**config.mk**
```make
export PLATFORM = sky130hd
export DESIGN_NAME = trigger_detector
export DESIGN_NICKNAME = d
export VERILOG_FILES = /design/src/rtl/trigger_detector.sv
export SDC_FILE = /design/constraint.sdc
export NUM_CORES = 1
export LEC_CHECK = 0
export BUFFER_PORTS_ARGS = -buffer_cell sky130_fd_sc_hd__buf_2
export CORE_MARGIN = 2
export CORE_UTILIZATION = 53
export CTS_CLUSTER_SIZE = 30
export DETAILED_ROUTE_END_ITERATION = 7
export GPL_TIMING_DRIVEN = 0
export HOLD_SLACK_MARGIN = 0.12
export PLACE_DENSITY = 0.78
export SLEW_MARGIN = 0
export SYNTH_ARGS = -nofsm -noshare
export SYNTH_HDL_FRONTEND = slang
export SYNTH_SLANG_ARGS = --single-unit
```
**constraint.sdc**
```tcl
create_clock -name clk -period 3.4 [get_ports clk]
set_input_delay 0.17 -clock clk [delete_from_list [all_inputs] [get_ports clk]]
set_output_delay 0.17 -clock clk [all_outputs]
set_load 0.01 [all_outputs]
```
**src/rtl/trigger_detector.sv**
```systemverilog
// Edge trigger detector with hysteresis arming, post-trigger holdoff and
// auto-trigger timeout; trigger_req is held until trigger_ack.
//
// state   | meaning
// PRE     | waiting for the sample to leave the hysteresis band (arming)
// ARMED   | armed, waiting for the level crossing
// FIRE    | trigger_req asserted, waiting for trigger_ack
// HOLD    | counting holdoff samples, edges ignored
module trigger_detector #(
  parameter int ADC_W  = 8,
  parameter int HOLD_W = 16,
  parameter int TO_W   = 20
) (
  input  logic              clk,
  input  logic              rst,
  input  logic              enable,
  input  logic              sample_en,
  input  logic [ADC_W-1:0]  adc_data,
  input  logic [ADC_W-1:0]  level,
  input  logic [ADC_W-1:0]  hyst,
  input  logic              slope,
  input  logic [HOLD_W-1:0] holdoff,
  input  logic [TO_W-1:0]   auto_timeout,
  input  logic              trigger_ack,
  output logic              trigger_req,
  output logic              auto_trig,
  output logic              armed
);

  typedef enum logic [1:0] {
    S_PRE   = 2'd0,
    S_ARMED = 2'd1,
    S_FIRE  = 2'd2,
    S_HOLD  = 2'd3
  } state_t;

  state_t            r_state;
  state_t            w_state_nxt;
  logic [TO_W-1:0]   r_to_ctr;
  logic [TO_W-1:0]   w_to_nxt;
  logic [HOLD_W-1:0] r_hold_ctr;
  logic [HOLD_W-1:0] w_hold_nxt;
  logic              r_auto;
  logic              w_auto_nxt;

  logic [ADC_W:0]    w_sum;
  logic [ADC_W-1:0]  w_hi;
  logic [ADC_W-1:0]  w_lo;
  logic              w_arm;
  logic              w_cross;
  logic [TO_W:0]     w_to_inc;
  logic              w_to_hit;
  logic [HOLD_W:0]   w_hold_inc;
  logic              w_hold_done;

  // Saturating thresholds: one extra bit catches the overflow of level + hyst.
  assign w_sum = {1'b0, level} + {1'b0, hyst};
  assign w_hi  = w_sum[ADC_W] ? {ADC_W{1'b1}} : w_sum[ADC_W-1:0];
  assign w_lo  = (level >= hyst) ? (level - hyst) : '0;

  assign w_arm   = slope ? (adc_data >= w_hi) : (adc_data <= w_lo);
  assign w_cross = slope ? (adc_data <= level) : (adc_data >= level);

  // ">=" rather than "==" keeps the counters bounded if config moves live.
  assign w_to_inc    = {1'b0, r_to_ctr} + 1'b1;
  assign w_to_hit    = (auto_timeout != '0) && (w_to_inc >= {1'b0, auto_timeout});
  assign w_hold_inc  = {1'b0, r_hold_ctr} + 1'b1;
  assign w_hold_done = (w_hold_inc >= {1'b0, holdoff});

  always_comb begin
    w_state_nxt = r_state;
    w_to_nxt    = r_to_ctr;
    w_hold_nxt  = r_hold_ctr;
    w_auto_nxt  = r_auto;

    case (r_state)
      S_PRE: begin
        if (sample_en) begin
          if (w_to_hit) begin
            w_state_nxt = S_FIRE;
            w_auto_nxt  = 1'b1;
            w_to_nxt    = '0;
          end else begin
            w_to_nxt = w_to_inc[TO_W-1:0];
            if (w_arm) w_state_nxt = S_ARMED;
          end
        end
      end
      S_ARMED: begin
        if (sample_en) begin
          if (w_cross) begin
            w_state_nxt = S_FIRE;
            w_auto_nxt  = 1'b0;
            w_to_nxt    = '0;
          end else if (w_to_hit) begin
            w_state_nxt = S_FIRE;
            w_auto_nxt  = 1'b1;
            w_to_nxt    = '0;
          end else begin
            w_to_nxt = w_to_inc[TO_W-1:0];
          end
        end
      end
      S_FIRE: begin
        if (trigger_ack) begin
          w_auto_nxt  = 1'b0;
          w_state_nxt = (holdoff != '0) ? S_HOLD : S_PRE;
        end
      end
      S_HOLD: begin
        if (sample_en) begin
          if (w_hold_done) begin
            w_state_nxt = S_PRE;
            w_hold_nxt  = '0;
          end else begin
            w_hold_nxt = w_hold_inc[HOLD_W-1:0];
          end
        end
      end
      default: begin
        w_state_nxt = S_PRE;
      end
    endcase

    if (!enable) begin
      w_state_nxt = S_PRE;
      w_to_nxt    = '0;
      w_hold_nxt  = '0;
      w_auto_nxt  = 1'b0;
    end
  end

  always_ff @(posedge clk) begin
    if (rst) begin
      r_state    <= S_PRE;
      r_to_ctr   <= '0;
      r_hold_ctr <= '0;
      r_auto     <= 1'b0;
    end else begin
      r_state    <= w_state_nxt;
      r_to_ctr   <= w_to_nxt;
      r_hold_ctr <= w_hold_nxt;
      r_auto     <= w_auto_nxt;
    end
  end

  assign trigger_req = (r_state == S_FIRE);
  assign auto_trig   = r_auto;
  assign armed       = (r_state == S_ARMED);

endmodule

```
==> results.ini <==
[final_layout]
layout_commonest_cell = ha_1
final_nets = 842
final_cell_mix = ha_1 (78), inv_1 (70), buf_2 (67)
diodes = 0
post-route-util = 0.6704
drive_gt1_frac = 0.2222
syn2layout_area_growth_pct = 21.94

[detailed_routing]
drt-initial-drc-count = 247
drc = 0
drt_first_pass_iters = 5
wl_per_cell_um = 15.32
dr_total_vias = 4679
wl_mm = 12.22
vias_per_cell = 5.863
antenna_left = 0

[synthesis]
synthArstFlopShare = 0
synth_compound_area_frac = 0.2007
yosysUniqueCellTypes = 60
synth_top_family_by_area = simple AND/OR/NAND/NOR gates
synth_xor_area_frac = 0.06718
synthMuxAreaShare = 0
synthCells = 599
avgSynthCellArea_sq_um = 7.618
syn_area_sq_um = 4563
synthFlopType = dfxtp_1
yosys.area_share.adder = 0.2336
synthSimpleGateAreaFrac = 0.2490
synth_warnings = 0
ys_ff_latch = 39
ys_seq_area_frac = 0.1711
synth_edf_count = 0
synth_nets = 749

[power]
clkPwrFrac = 0.315
sequentialPowerShare = 0.354
p_switching_w = 0.0004208
peakVddDrop_v = 0.0001968
swShare = 0.3239
p_leak_nw = 2.607
power_frac_comb = 0.331
p_int_w = 0.0008785
powerDensity_nw_per_um2 = 233.5

[clock_tree]
cts-root-buf = clkbuf_8
path_clk_slew_ps = 80
cts_tree = done
cts_max_level = 2
clock_path_buffers = 2
cts.sinks = 39
cts_buffers = 5
clk_latency_ps = 300

[sta]
min_period_over_period = 0.9830
finalSetupViolCount = 0
tightest_slew_ps = 623.5
clock.fmax_ghz = 0.2992
fin_ws_ps = 57.82
clock-skew-final_ps = 11.13
layout_min_cycle_time_ps = 3342
final_hold_viol_count = 0
slew_headroom = 0.5843
maxSlewViolCount = 0

[hold_path]
hold_depth = 4
worstHoldStart = rst
hold_class = primary input to register
holdPathEnd = auto_trig

[run]
drv_cap = 0

[place]
io_buffers = 67
dp_hpwl_mm = 9.361
pre_cts_slack_ps = -628.5
gp_congestion = 0.8994

[die]
fp-row-count = 33
core-area_sq_um = 8299
die_width_um = 96.79
io_pins = 69
design.die.area_sq_um = 9368
die_h_um = 96.79
initial_core_util = 0.5498

[setup_path]
worstSetupEndpointType = register
r2r_end = auto_trig
worstRegToRegCells = 15
cp_data_arrival_time_ps = 3540
reg2reg_slack_ps = 130
worstReg2RegStart = r_to_ctr[0]
start_kind = primary input
path_max_fanout = 6
path_class = primary input to register
worstPathRequired_ps = 3600

[global_routing]
track_usage = 0.2487
grt_pass1_wl_mm = 19.89
grt_pass1_vias = 4475
gr-total-overflow = 0
grt_max_degree = 13
antenna_found_initial = 0

[outcome]
status = complete, no violations

## sequential cells by signal, summed over array words and instances (netlist names)
| signal | count |
|---|---|
| r_hold_ctr | 16 |
| auto_trig | 1 |
| r_state | 2 |
| r_to_ctr | 20 |
## metrics by stage
step,power (W),cells,TNS [ps],instance area (sq um),hold slack [ps]
2_1_floorplan,0.0007261,599,0,4563,440.3
3_3_place_gp,0.0008374,771,-10610,5030,454.6
3_5_place_dp,0.0008538,771,-12780,5030,461.5
4_1_cts,0.001271,785,0,5274,373.5
5_1_grt,0.001378,798,-1065,5564,420.4
6_report,0.001299,798,0,5564,379.2
## cell type report
type | instances | area (sq um)
inverters | 70 | 262.8
flip-flops and latches | 39 | 804.5
clock buffers | 6 | 82.58
fillers | 684 | 2735
well taps | 105 | 131.4
repair buffers | 87 | 518.0
multi-input cells | 467 | 3616
clock inverters | 2 | 35.03
plain buffers | 22 | 113.9
## per-layer routing
layer / up-vias / wire (um) / global-route usage
met5: - / 0 / 0
met4: 0 / 131 / 0.05309
met3: 18 / 602 / 0.03685
met2: 153 / 5962 / 0.4220
met1: 2170 / 5528 / 0.3354
li1: 2338 / - / -
## cell families (layout without fill, tap and decap cells)
family / count (synthesis) / after routing
buffers and inverters: 93 / 187
flip-flops: 39 / 39
adder cells (fa/ha/maj): 84 / 84
AND/OR/NAND/NOR: 211 / 211
XOR/XNOR: 35 / 35
AO/OA/AOI/OAI: 137 / 137
## Yosys cell counts, drive strengths merged (2+ instances only)
| cell type | number | share of area |
|---|---|---|
| o21a | 2 | 0.0033 |
| xnor2 | 25 | 0.048 |
| nor3 | 6 | 0.0066 |
| nand2b | 8 | 0.011 |
| a221oi | 3 | 0.0071 |
| a21boi | 6 | 0.011 |
| a211o | 2 | 0.0038 |
| o31ai | 3 | 0.0049 |
| or3 | 7 | 0.0096 |
| nand3b | 2 | 0.0033 |
| dfxtp | 39 | 0.17 |
| fa | 2 | 0.0088 |
| nand4 | 36 | 0.053 |
| nand3 | 24 | 0.026 |
| or3b | 2 | 0.0038 |
| a21o | 14 | 0.023 |
| o211ai | 2 | 0.0033 |
| and2 | 8 | 0.011 |
| nor2b | 6 | 0.0082 |
| and4 | 8 | 0.016 |
| ha | 82 | 0.22 |
| o21bai | 3 | 0.0049 |
| nor2 | 32 | 0.027 |
| o22ai | 3 | 0.0041 |
| a21oi | 49 | 0.054 |
| buf | 7 | 0.0077 |
| a32o | 3 | 0.0066 |
| inv | 70 | 0.058 |
| nor4 | 13 | 0.019 |
| nand2 | 50 | 0.041 |
| a211oi | 8 | 0.013 |
| o21ai | 22 | 0.025 |
| a32oi | 8 | 0.015 |
| or2 | 2 | 0.0027 |
| and3 | 4 | 0.0055 |
| xor2 | 10 | 0.019 |
| clkbuf | 16 | 0.013 |
## worst max-delay path: stages
cell      delay, ps
buf_4           100
inv_1            40
ha_2            190
fa_2            400
nor2b_2         130
o21ai_2          90
a21boi_2        150
o21ai_2          90
a21oi_1         190
o31a_1          320
o21bai_1        130
ha_1            310
nor2b_1         130
o211ai_1        200
a21oi_1         100
o31ai_1         240
nand4_1         110
a21o_1          200
a32o_1          250
## worst max path at each step
stage,from,endpoint,slack [ps],cells past startpoint
after floorplan,level[0],r_state[1],110,17
after global placement,level[2],r_state[1],-530,18
after detailed placement,r_to_ctr[0],r_to_ctr[8],-630,14
after CTS,r_to_ctr[3],r_to_ctr[8],8,14
after global routing,r_to_ctr[0],r_to_ctr[12],-80,15
final,level[0],r_state[1],60,19
## power groups by stage
stage	Combinational (W)	Clock [W]	Sequential, W
finish	0.000431	0.000409	0.000460
global route	0.000483	0.000435	0.000460
CTS	0.000392	0.000416	0.000462
detailed placement	0.000381	0	0.000473
global placement	0.000365	0	0.000473
floorplan	0.000254	0	0.000472
## repair_timing
| action | CTS | global route |
|---|---|---|
| setup buffers | 6 | 13 |
| hold buffers | 0 | 0 |
| pin swaps | 7 | 35 |
| resized for setup | 26 | 45 |
| setup endpoints to repair | 25 | 35 |
| gates cloned | 0 | 1 |
No activity file was read; power rests on OpenSTA's default activity.
